===== config.mk =====
export PLATFORM = sky130hd
export DESIGN_NAME = seven_seg_scan_n
export DESIGN_NICKNAME = d
export VERILOG_FILES = /design/src/rtl/seven_seg_pkg.sv /design/src/rtl/seven_seg_decode.sv /design/src/rtl/seven_seg_scan_n.sv
export SDC_FILE = /design/constraint.sdc
export NUM_CORES = 1
export LEC_CHECK = 0
export CAP_MARGIN = 25
export CORE_ASPECT_RATIO = 1.5
export CORE_MARGIN = 4
export CORE_UTILIZATION = 55
export DETAILED_ROUTE_END_ITERATION = 8
export GPL_ROUTABILITY_DRIVEN = 0
export PLACE_DENSITY = 0.82
export SLEW_MARGIN = 20
export SYNTH_ARGS = -nofsm -noshare
export SYNTH_HDL_FRONTEND = slang
export SYNTH_SLANG_ARGS = --single-unit
export TNS_END_PERCENT = 30

===== constraint.sdc =====
create_clock -name clk -period 4.3 [get_ports clk]
set_input_delay 0.645 -clock clk [delete_from_list [all_inputs] [get_ports clk]]
set_output_delay 0.645 -clock clk [all_outputs]
set_load 0.005 [all_outputs]

===== src/rtl/seven_seg_pkg.sv =====
// Shared segment constants and BCD-to-segment decode for the seven-segment scanner.
// Patterns are {g,f,e,d,c,b,a}, active low.
package seven_seg_pkg;

    localparam logic SEG_ACTIVE = 1'b0;

    localparam logic [6:0] SEG_0     = 7'b1000000;
    localparam logic [6:0] SEG_1     = 7'b1111001;
    localparam logic [6:0] SEG_2     = 7'b0100100;
    localparam logic [6:0] SEG_3     = 7'b0110000;
    localparam logic [6:0] SEG_4     = 7'b0011001;
    localparam logic [6:0] SEG_5     = 7'b0010010;
    localparam logic [6:0] SEG_6     = 7'b0000010;
    localparam logic [6:0] SEG_7     = 7'b1111000;
    localparam logic [6:0] SEG_8     = 7'b0000000;
    localparam logic [6:0] SEG_9     = 7'b0010000;
    localparam logic [6:0] SEG_BLANK = 7'b1111111;

    function automatic logic [6:0] seg_decode(input logic [3:0] bcd);
        case (bcd)
            4'd0:    seg_decode = SEG_0;
            4'd1:    seg_decode = SEG_1;
            4'd2:    seg_decode = SEG_2;
            4'd3:    seg_decode = SEG_3;
            4'd4:    seg_decode = SEG_4;
            4'd5:    seg_decode = SEG_5;
            4'd6:    seg_decode = SEG_6;
            4'd7:    seg_decode = SEG_7;
            4'd8:    seg_decode = SEG_8;
            4'd9:    seg_decode = SEG_9;
            default: seg_decode = SEG_BLANK;
        endcase
    endfunction

endpackage


===== src/rtl/seven_seg_decode.sv =====
// Combinational BCD-to-segment decoder; blank_i forces all segments off.
module seven_seg_decode
    import seven_seg_pkg::*;
(
    input  logic [3:0] bcd_i,
    input  logic       blank_i,
    output logic [6:0] seg_o
);

    assign seg_o = blank_i ? SEG_BLANK : seg_decode(bcd_i);

endmodule


===== src/rtl/seven_seg_scan_n.sv =====
// N-digit multiplexed seven-segment scanner with PWM brightness, dead time and
// frame-synchronous double buffering. SEVSEG_LZB_EN enables leading-zero blanking.
module seven_seg_scan_n
    import seven_seg_pkg::*;
#(
    parameter int NUM_DIGITS  = 4,
    parameter int SLOT_CYCLES = 40000,
    parameter int DUTY_BITS   = 4
) (
    input  logic                    clk,
    input  logic                    rst,
    input  logic [4*NUM_DIGITS-1:0] digits,
    input  logic [NUM_DIGITS-1:0]   dp_in,
    input  logic [NUM_DIGITS-1:0]   digit_en,
    input  logic                    update,
    input  logic [DUTY_BITS-1:0]    brightness,
    output logic [6:0]              seg,
    output logic                    dp,
    output logic [NUM_DIGITS-1:0]   anode,
    output logic                    frame_done
);

    localparam int SUB = SLOT_CYCLES >> DUTY_BITS;
    localparam int CW  = $clog2(SLOT_CYCLES);
    localparam int SW  = (SUB > 1) ? $clog2(SUB) : 1;
    localparam int IW  = (NUM_DIGITS > 1) ? $clog2(NUM_DIGITS) : 1;

    logic [CW-1:0]                  cyc_q, cyc_d;
    logic [SW-1:0]                  sub_q, sub_d;
    logic [DUTY_BITS-1:0]           ph_q, ph_d;
    logic [IW-1:0]                  idx_q, idx_d;
    logic [DUTY_BITS-1:0]           bri_q, bri_d;
    logic [NUM_DIGITS-1:0][3:0]     disp_q, disp_d, pend_q, pend_d;
    logic [NUM_DIGITS-1:0]          disp_dp_q, disp_dp_d, pend_dp_q, pend_dp_d;
    logic                           pend_vld_q, pend_vld_d;
    logic [6:0]                     seg_q, seg_d;
    logic                           dp_q, dp_d;
    logic [NUM_DIGITS-1:0]          anode_q, anode_d;
    logic                           fdone_q, fdone_d;

    logic slot_end, frame_end, sub_end, lit, blank_sel;
    logic [6:0] dec_seg;

`ifdef SEVSEG_LZB_EN
    logic [NUM_DIGITS-1:0] lzb_blank;
    logic                  zero_run;

    // A digit is blanked when it and every digit above it are zero; digit 0 always shows.
    always_comb begin
        lzb_blank = '0;
        zero_run  = 1'b1;
        for (int i = NUM_DIGITS - 1; i > 0; i--) begin
            zero_run     = zero_run & (disp_q[i] == 4'd0);
            lzb_blank[i] = zero_run;
        end
    end
    assign blank_sel = lzb_blank[idx_q];
`else
    assign blank_sel = 1'b0;
`endif

    seven_seg_decode u_dec (
        .bcd_i   (disp_q[idx_q]),
        .blank_i (blank_sel),
        .seg_o   (dec_seg)
    );

    always_comb begin
        slot_end  = (cyc_q == CW'(SLOT_CYCLES - 1));
        frame_end = slot_end && (idx_q == IW'(NUM_DIGITS - 1));
        sub_end   = (sub_q == SW'(SUB - 1));

        cyc_d = slot_end ? '0 : cyc_q + 1'b1;
        sub_d = (slot_end || sub_end) ? '0 : sub_q + 1'b1;
        ph_d  = slot_end ? '0 : (sub_end ? ph_q + 1'b1 : ph_q);
        idx_d = slot_end ? (frame_end ? '0 : idx_q + 1'b1) : idx_q;
        bri_d = (cyc_q == '0) ? brightness : bri_q;

        // Pending loads on any update; the display only takes it at frame wrap,
        // so an update on the wrap cycle itself waits for the following wrap.
        pend_d     = update ? digits : pend_q;
        pend_dp_d  = update ? dp_in  : pend_dp_q;
        disp_d     = disp_q;
        disp_dp_d  = disp_dp_q;
        pend_vld_d = pend_vld_q | update;
        if (frame_end) begin
            if (pend_vld_q) begin
                disp_d    = pend_q;
                disp_dp_d = pend_dp_q;
            end
            pend_vld_d = update;
        end

        lit     = (cyc_q != '0) && (ph_q <= bri_q) && digit_en[idx_q];
        anode_d = {NUM_DIGITS{~SEG_ACTIVE}};
        if (lit) anode_d[idx_q] = SEG_ACTIVE;
        seg_d   = dec_seg;
        dp_d    = disp_dp_q[idx_q] ? SEG_ACTIVE : ~SEG_ACTIVE;
        fdone_d = frame_end;
    end

    always_ff @(posedge clk or posedge rst) begin
        if (rst) begin
            cyc_q      <= '0;
            sub_q      <= '0;
            ph_q       <= '0;
            idx_q      <= '0;
            bri_q      <= '0;
            disp_q     <= '0;
            disp_dp_q  <= '0;
            pend_q     <= '0;
            pend_dp_q  <= '0;
            pend_vld_q <= 1'b0;
            seg_q      <= 7'h7F;
            dp_q       <= 1'b1;
            anode_q    <= '1;
            fdone_q    <= 1'b0;
        end else begin
            cyc_q      <= cyc_d;
            sub_q      <= sub_d;
            ph_q       <= ph_d;
            idx_q      <= idx_d;
            bri_q      <= bri_d;
            disp_q     <= disp_d;
            disp_dp_q  <= disp_dp_d;
            pend_q     <= pend_d;
            pend_dp_q  <= pend_dp_d;
            pend_vld_q <= pend_vld_d;
            seg_q      <= seg_d;
            dp_q       <= dp_d;
            anode_q    <= anode_d;
            fdone_q    <= fdone_d;
        end
    end

    assign seg        = seg_q;
    assign dp         = dp_q;
    assign anode      = anode_q;
    assign frame_done = fdone_q;

endmodule

==> metrics.txt, run 1 <==
vias=2,704; area share of the leading cell type in the synthesized netlist=0.465; # clock sinks=92; top cells by area, synth=dfrtp_1 (47%), dfstp_2 (7.3%), mux2_4 (7.0%); Achievable Freq=0.447 GHz; worst reg2reg path depth=5; GRT Overall Usage=0.184; I/O Buffers=43; I/O Pins=44; placed cell areas=4830 µm²; hold_ws=0.478 ns; Crit Path Max Fanout=20; Placed Instances=480; pwr dens=355 nW/µm²; Crit Path Class=flip-flop to flip-flop; most frequent cells in the layout=dfrtp_1 (80), clkdlybuf4s50_1 (43), nor2_1 (35); Yosys reg bits=92; Finished Layout Cells=496; row cnt=39; TNS Setup=0 ns; clk root buf=clkbuf_16; r2r startpoint=idx_q[1]; CTS tree=built; crit path to=disp_q[14]; Initial Util=0.565; clock latency on the worst-skew pair=0.33 ns; Seq/Total Area, Yosys=0.539; global-route wire length before repair=13,200 µm; die area=9330 µm²; CP max-delay cell=dfrtp_1; drt wl/cell=15.8 µm; TritonCTS buffer count=9; die width=80.2 µm; Period Utilization, post-route=0.520; Relative slew margins=0.388; GRT Residual Overflow=0; crit path launch type=flip-flop; clk slew on worst S/H paths=0.07 ns; final wirelength=7830 µm; min-delay worst type=flip-flop to flip-flop; dominant cell type by area after synthesis=dfrtp_1; area of the core=7610 µm²; Yosys cell types=42; Synth Warn #=0; layout cells sized above 1=0.226; Post-CTS Hold Buffers=0; setup bufs post-CTS=0; Top FF cell, synth=dfrtp_1; DP HPWL=5390 µm; Synth-to-Final Area Change=20.0%; Antenna Nets Post-Route=0; Syn Inst Count=341; cells along the critical path=ha_1 > nand2_1 > nor4_4 > buf_4 > mux2_4; WP data arrival=2.45 ns; worst vdd ir=0.321 mV; worst-margin pin slew=0.915 ns; R2R Setup Slk=2.06 ns; final setup fails=0; fraction of registers with async set/reset=1.00; Max Cap Violations=0; LEAKAGE=2.28 nW; final hold vios=0; WP data required=4.52 ns; outcome=completed; RR Endpoint=disp_q[14]; crit path capture type=flip-flop; Crit. Startpoint=idx_q[1]; number of flops mapped to enable cells by yosys=0; via density per instance=5.45; initial antenna violation count=0; Max Slew Vio Count=0; post-CTS resize count=0; Die Span Y=116 µm; Nets=437; residual DRC count=0; Final min period=2.24 ns; largest stage delay on the critical path=0.75 ns; Clock Tree Buf Depth=2; antenna cells=0; first-pass iteration count of the detailed router=4; CTS H-tree depth=3; Worst Clk Skew=0.00522 ns; vias in the first global route=2,899; Post-Syn Nets=389; largest net degree at the start of global routing=62; Syn Std Cell Area=4300 µm²; commonest non-fill, non-tap cell in the layout=dfrtp_1; syn_area_per_cell=12.6 µm²; HP Start=sub_q[0]; fin area=5160 µm²; RSZ-0062 raised after global routing=no; Starting DRT DRC Count=123
## flip-flops by register name, indices dropped and copies added, names as in the netlist, 2 cells and up
signal and cells:
anode 4, bri_q 4, cyc_q 16, disp_dp_q 4
disp_q 16, idx_q 2, pend_dp_q 4, pend_q 16
ph_q 4, seg 7, sub_q 12
## Yosys cell counts, drive strengths merged (2+ instances only)
library cell / instances
nand3: 19
xnor2: 12
dfstp: 12
nor2: 35
nand2b: 2
o21ai: 7
or3: 2
a21oi: 9
mux4: 6
nor3: 4
inv: 19
and3: 4
clkbuf: 3
nand4: 10
mux2: 44
xor2: 14
ha: 17
dfrtp: 80
nor4: 7
buf: 7
nand2: 8
mux2i: 3
and4: 3
o22ai: 2
## cell type report
cell class | instances | area, µm²
sequential | 92 | 2320
tap | 102 | 128
timing repair buffer | 47 | 460
clock buffer | 9 | 225
multi-input combinational | 220 | 1850
inverter | 19 | 73.8
fill | 559 | 2450
clock inverter | 7 | 105
## cell families (layout without fill, tap and decap cells)
logic type	Yosys count	in the layout	synth area share
and+or+nand+nor	100	100	0.126
DFF	92	92	0.539
muxes	53	53	0.171
buffers and inverters	29	82	0.0302
xor gates and xnor gates	26	26	0.0529
AOI/OAI and AO/OA	24	24	0.0320
adders and majority gates	17	17	0.0494
## where the power goes
group | leakage, nW | switching (mW) | internal, mW
Clock | 0.159 | 0.341 | 0.518
Sequential | 1.15 | 0.0106 | 0.887
Combinational | 0.969 | 0.0316 | 0.0466
Total | 2.28 | 0.383 | 1.45
## worst max-delay path, delay by kind of cell, from the launching register on
family	cells	cell delay [ns]
muxes	1	0.34
buffers and inverters	1	0.40
and+or+nand+nor	2	0.26
adders and majority gates	1	0.36
DFF	1	0.75
## metrics by stage
stage                     setup slack, ns   util  power [mW]
final                                2.06  0.678        1.84
after global placement               2.07  0.635       0.991
after CTS                            2.00  0.678        1.85
after detailed placement             1.99  0.635       0.995
after floorplan                      1.28      -       0.952
after global routing                 1.90  0.678        1.90
## per-layer routing
metal  GRT usage  wire length [µm]
met1       0.216              3090
met2       0.329              4250
met3      0.0324               289
met4      0.0767               203
met5           0                 0
## worst min-delay path by stage
stage	endpoint	slack (ns)	cells after the start
after floorplan	sub_q[0]	0.43	1
after global placement	sub_q[0]	0.45	1
after detailed placement	sub_q[0]	0.47	1
after CTS	sub_q[0]	0.48	1
after global routing	sub_q[0]	0.51	1
final	sub_q[0]	0.48	1
Note: power is estimated with default switching activity, not from simulation.
==> run 2, diff against run 1 <==
--- a/config.mk
+++ b/config.mk
@@ -8,10 +8,10 @@
 export CAP_MARGIN = 25
 export CORE_ASPECT_RATIO = 1.5
 export CORE_MARGIN = 4
-export CORE_UTILIZATION = 55
+export CORE_UTILIZATION = 51
 export DETAILED_ROUTE_END_ITERATION = 8
 export GPL_ROUTABILITY_DRIVEN = 0
-export PLACE_DENSITY = 0.82
+export PLACE_DENSITY = 0.8
 export SLEW_MARGIN = 20
 export SYNTH_ARGS = -nofsm -noshare
 export SYNTH_HDL_FRONTEND = slang
==> constraint.sdc (replaced) <==
create_clock -name clk -period 2 [get_ports clk]
set_input_delay 0.3 -clock clk [delete_from_list [all_inputs] [get_ports clk]]
set_output_delay 0.3 -clock clk [all_outputs]
set_load 0.005 [all_outputs]
==> metrics.txt, run 2 (synthesis results as in run 1) <==
outcome=completed; RSZ-0062 raised after global routing=no; fin area=5180 µm² (+0.34%); drt wl/cell=15.3 µm (-2.9%); TNS Setup=0 ns (unchanged); min-delay worst type=primary input to async pin; CTS tree=built; # clock sinks=92 (unchanged); Period Utilization, post-route=0.944 (+0.424); Finished Layout Cells=505 (+1.8%); global route hottest layer=met2; worst vdd ir=0.595 mV (+85%); RR Endpoint=disp_q[8]; Max Slew Vio Count=0 (unchanged); residual DRC count=0 (unchanged); cells along the critical path=ha_1 > nand2_4 > nor4_4 > buf_12 > mux2_4; die width=83.0 µm (+3.5%); vias=2,720 (+0.59%); global-route wire length before repair=13,200 µm (-0.47%); R2R Setup Slk=0.11 ns (-1.95 ns); worst-margin pin slew=0.534 ns (-0.381 ns); CP max-delay cell=dfrtp_1; WP data required=2.22 ns (-2.30 ns); final wirelength=7740 µm (-1.1%); registers with the most flip-flops=cyc_q (16), disp_q (16), pend_q (16); largest stage delay on the critical path=0.42 ns (-0.33 ns); GRT Residual Overflow=0 (unchanged); I/O Pins=44 (unchanged); Clock Tree Buf Depth=2 (unchanged); Seq. cell area=2320 µm² (about the same); crit path capture type=flip-flop; DP HPWL=5460 µm (+1.3%); row cnt=40 (+2.6%); Die Span Y=120 µm (+3.6%); Relative slew margins=0.641 (+0.252); first-pass iteration count of the detailed router=4 (unchanged); area of the multi-input gates=1850 µm² (unchanged); initial antenna violation count=0 (unchanged); Total Power=3.64 mW (+98%); commonest non-fill, non-tap cell in the layout=dfrtp_1; GRT Overall Usage=0.166 (-0.0175); Final min period=1.89 ns (-0.348 ns); pwr dens=703 nW/µm² (+98%); Crit Path Class=flip-flop to flip-flop; r2r startpoint=cyc_q[0]; Crit Path Max Fanout=20 (unchanged); LEAKAGE=2.29 nW (+0.18%); Antenna Nets Post-Route=0 (unchanged); crit-path leading delay family=simple AND/OR/NAND/NOR gates; CTS H-tree depth=3 (unchanged); I/O Buffers=43 (unchanged); Worst Clk Skew=0.00694 ns (+0.00172 ns); antenna cells=0 (unchanged); clk slew on worst S/H paths=0.06 ns (about the same); layout cells sized above 1=0.235 (+0.00911); Synth-to-Final Area Change=20.4%; final setup fails=0 (unchanged); worst reg2reg path depth=5 (unchanged); Starting DRT DRC Count=210 (+71%); M1 GR Usage=0.198 (-0.0178); Max Cap Violations=0 (unchanged); placed cell areas=4900 µm² (+1.4%); die area=10000 µm² (+7.2%); Placed Instances=488 (+1.7%); Nets=443 (+1.4%); area of the core=8110 µm² (+6.5%); met3 usage=0.0286 (-0.00378); met2 Use GR=0.278 (-0.0515); via density per instance=5.39 (-1.2%); TritonCTS buffer count=9 (unchanged); clk root buf=clkbuf_16; final hold vios=0 (unchanged); Initial Util=0.531 (-0.0345); Fill cells=628 (+12%); CP Buf/Inv Count=1 (unchanged); vias in the first global route=2,777 (-4.2%); Achievable Freq=0.529 GHz (+18%); WP data arrival=2.11 ns (-0.34 ns); largest net degree at the start of global routing=93 (+50%); most frequent cells in the layout=dfrtp_1 (79), clkdlybuf4s50_1 (43), nor2_1 (35); clock latency on the worst-skew pair=0.34 ns (about the same); crit path launch type=flip-flop
==> run 2: routing by layer <==
metal / up-vias / wire, µm / share of wire
li1: 1307 / - / -
met1: 1347 / 3220 / 0.42
met2: 53 / 4000 / 0.52
met3: 13 / 291 / 0.038
met4: 0 / 234 / 0.030
met5: - / 0 / 0
==> run 2: worst max path at each step <==
stage / endpoint / from / cells past startpoint / slack, ns
floorplan: seg[5] / idx_q[0] / 7 / 0.20
global placement: disp_q[1] / cyc_q[0] / 5 / 0.16
detailed placement: seg[5] / idx_q[0] / 6 / 0.06
CTS: seg[5] / idx_q[0] / 6 / 0.04
global route: disp_dp_q[3] / cyc_q[0] / 5 / 0.03
finish: disp_q[8] / cyc_q[0] / 5 / 0.11
==> run 2: final cells by class <==
cell class                      instances  area share
Sequential cell                        92       0.447
Timing Repair Buffer                   53       0.102
Multi-Input combinational cell        220       0.358
Tap cell                              105      0.0254
Inverter                               19      0.0145
Clock buffer                           12      0.0476
Clock inverter                          4     0.00483
==> run 2: worst min-delay path, stage by stage <==
cell	delay (ns)
clkdlybuf4s50_1	0.44
clkinvlp_4	0.10
buf_12	0.37
==> run 2: power by group <==
group / internal (mW) / total [mW] / switching (mW)
logic: 0.103 / 0.173 / 0.0701
clock network: 0.871 / 1.54 / 0.664
registers: 1.91 / 1.93 / 0.0239
==> run 2: metrics by stage <==
step	util	worst slack [ns]	hold WS, ns
2_1_floorplan	-	0.203	0.433
3_3_place_gp	0.604	0.164	0.447
3_5_place_dp	0.604	0.0566	0.453
4_1_cts	0.638	0.0431	0.467
5_1_grt	0.639	0.0303	0.487
6_report	0.639	0.111	0.445
==> run 2: what timing repair did <==
| item | 4_1_cts | 5_1_grt |
|---|---|---|
| resized for setup | 0 | 1 |
| buffers inserted | 0 | 1 |
| hold buffers | 0 | 0 |
| setup endpoints to repair | 0 | 3 |
==> run 3, diff against run 2 <==
--- a/config.mk
+++ b/config.mk
@@ -8,10 +8,10 @@
 export CAP_MARGIN = 25
 export CORE_ASPECT_RATIO = 1.5
 export CORE_MARGIN = 4
-export CORE_UTILIZATION = 51
+export CORE_UTILIZATION = 61
 export DETAILED_ROUTE_END_ITERATION = 8
 export GPL_ROUTABILITY_DRIVEN = 0
-export PLACE_DENSITY = 0.8
+export PLACE_DENSITY = 0.84
 export SLEW_MARGIN = 20
 export SYNTH_ARGS = -nofsm -noshare
 export SYNTH_HDL_FRONTEND = slang
==> constraint.sdc (replaced) <==
create_clock -name clk -period 2.35 [get_ports clk]
set_input_delay 0.3525 -clock clk [delete_from_list [all_inputs] [get_ports clk]]
set_output_delay 0.3525 -clock clk [all_outputs]
set_load 0.005 [all_outputs]
==> metrics.txt, run 3 (synthesis results as in run 1) <==
LEAKAGE=2.21 nW (-3.3%); drt wl/cell=16.3 µm (+6.5%); crit path launch type=flip-flop; registers with the most flip-flops=cyc_q (16), disp_q (16), pend_q (16); crit-path leading delay family=flip-flops; pwr dens=535 nW/µm² (-24%); initial antenna violation count=0 (unchanged); CP max-delay cell=dfrtp_1; DRT met1 WL=3180 µm (-1.3%); Starting DRT DRC Count=209 (-0.48%); min-delay worst type=primary input to async pin; Worst Clk Skew=0.0110 ns (+0.00402 ns); Max Slew Vio Count=0 (unchanged); Final min period=2.05 ns (+0.165 ns); Clock Tree Buf Depth=2 (unchanged); most frequent cells in the layout=dfrtp_1 (80), clkdlybuf4s50_1 (43), nor2_1 (35); antenna cells=0 (unchanged); uppermost layer routed=met4; Finished Layout Cells=474 (-6.1%); Nets=439 (-0.90%); clk root buf=clkbuf_8; Post-CTS Hold Buffers=0 (unchanged); Achievable Freq=0.487 GHz (-8.0%); setup ws final=0.296 ns (+0.185 ns); outcome=completed; vias=2,718 (-0.074%); Initial Util=0.628 (+0.0973); Total Power=2.67 mW (-27%); CTS tree=built; GRT Overall Usage=0.198 (+0.0321); first-pass iteration count of the detailed router=6 (+2); post-CTS resize count=0 (unchanged); Antenna Nets Post-Route=0 (unchanged); Synth-to-Final Area Change=16.1%; residual DRC count=0 (unchanged); clk slew on worst S/H paths=0.08 ns (+0.02 ns); final setup fails=0 (unchanged); worst-margin pin slew=0.534 ns (+0.000316 ns); die width=76.6 µm (-7.7%); die area=8490 µm² (-15%); setup bufs post-CTS=0 (unchanged); final wirelength=7730 µm (about the same); I/O Pins=44 (unchanged); Crit Path Max Fanout=12 (-40%); largest net degree at the start of global routing=93 (unchanged); TNS Setup=0 ns (unchanged); Die Span Y=111 µm (-8.0%); worst vdd ir=0.497 mV (-16%); Detail Route met3 WL=297 µm (+2.1%); Crit Path Class=flip-flop to flip-flop; CTS H-tree depth=3 (unchanged); WP data required=2.64 ns (+0.42 ns); Period Utilization, post-route=0.874 (-0.0703); fin area=4990 µm² (-3.6%); global-route wire length before repair=13,400 µm (+1.5%); RSZ-0062 raised after global routing=no; Max Cap Violations=0 (unchanged); largest stage delay on the critical path=0.68 ns (+0.26 ns); DP HPWL=5550 µm (+1.6%); final hold vios=0 (unchanged); CP Buf/Inv Count=2 (+1); Placed Instances=458 (-6.1%); Relative slew margins=0.644 (+0.00307); placed cell areas=4840 µm² (-1.1%); cells along the critical path=mux4_2 > inv_1 > ha_1 > inv_1 > o21ai_0 > a21oi_1; row cnt=37 (-7.5%); layout cells sized above 1=0.212 (-0.0229); met2 WL=4130 µm (+3.5%); via density per instance=5.73 (+6.5%); crit path capture type=flip-flop; most frequent cell on the critical path=inv_1; area of the core=6850 µm² (-15%); GRT Residual Overflow=0 (unchanged); I/O Buffers=43 (unchanged); clock latency on the worst-skew pair=0.36 ns (+0.02 ns); pre-CTS WS=0.299 ns (+0.242 ns); # clock sinks=92 (unchanged); vias in the first global route=2,828 (+1.8%); commonest non-fill, non-tap cell in the layout=dfrtp_1; WP data arrival=2.34 ns (+0.23 ns); TritonCTS buffer count=9 (unchanged)
==> run 3: power by group <==
group          leakage (nW)  switching (mW)  internal, mW  total [mW]
sequential             1.15          0.0201          1.62        1.64
combinational         0.983          0.0586        0.0873       0.146
clock                0.0730           0.497         0.389       0.885
==> run 3: per-stage QoR <==
| stage | utilization | hold slack, ns |
|---|---|---|
| finish | 0.729 | 0.473 |
| floorplan | - | 0.433 |
| global placement | 0.707 | 0.449 |
| CTS | 0.729 | 0.477 |
| detailed placement | 0.707 | 0.466 |
| global route | 0.729 | 0.514 |
==> run 3: per-layer routing <==
metal,vias up,track usage
met3,9,0.0423
li1,1292,-
met4,0,0.0653
met2,62,0.354
met1,1355,0.236
met5,-,0
==> run 3: final timing paths <==
| kind | from | slack (ns) | endpoint | cells past startpoint |
|---|---|---|---|---|
| worst min register to register | sub_q[0] | 0.48 | sub_q[0] | 1 |
| worst max-delay path | idx_q[0] | 0.30 | seg[5] | 6 |
| min in group clk | sub_q[0] | 0.48 | sub_q[0] | 1 |
| worst max register to register | idx_q[0] | 0.30 | seg[5] | 6 |
| worst min-delay path | rst | 0.47 | disp_q[1] | 3 |
| max in group asynchronous | rst | 1.48 | dp | 3 |
==> run 3: layout make-up <==
type / instances / area (µm²)
multi-input combinational: 220 / 1850
sequential: 92 / 2320
fill: 464 / 1860
tap: 78 / 97.6
inverter: 19 / 75.1
clock buffer: 16 / 150
timing repair buffer: 49 / 500
==> run 3: worst min-delay path, delay by kind of cell <==
family | cells | cell delay (ns)
buf+inv | 3 | 0.92
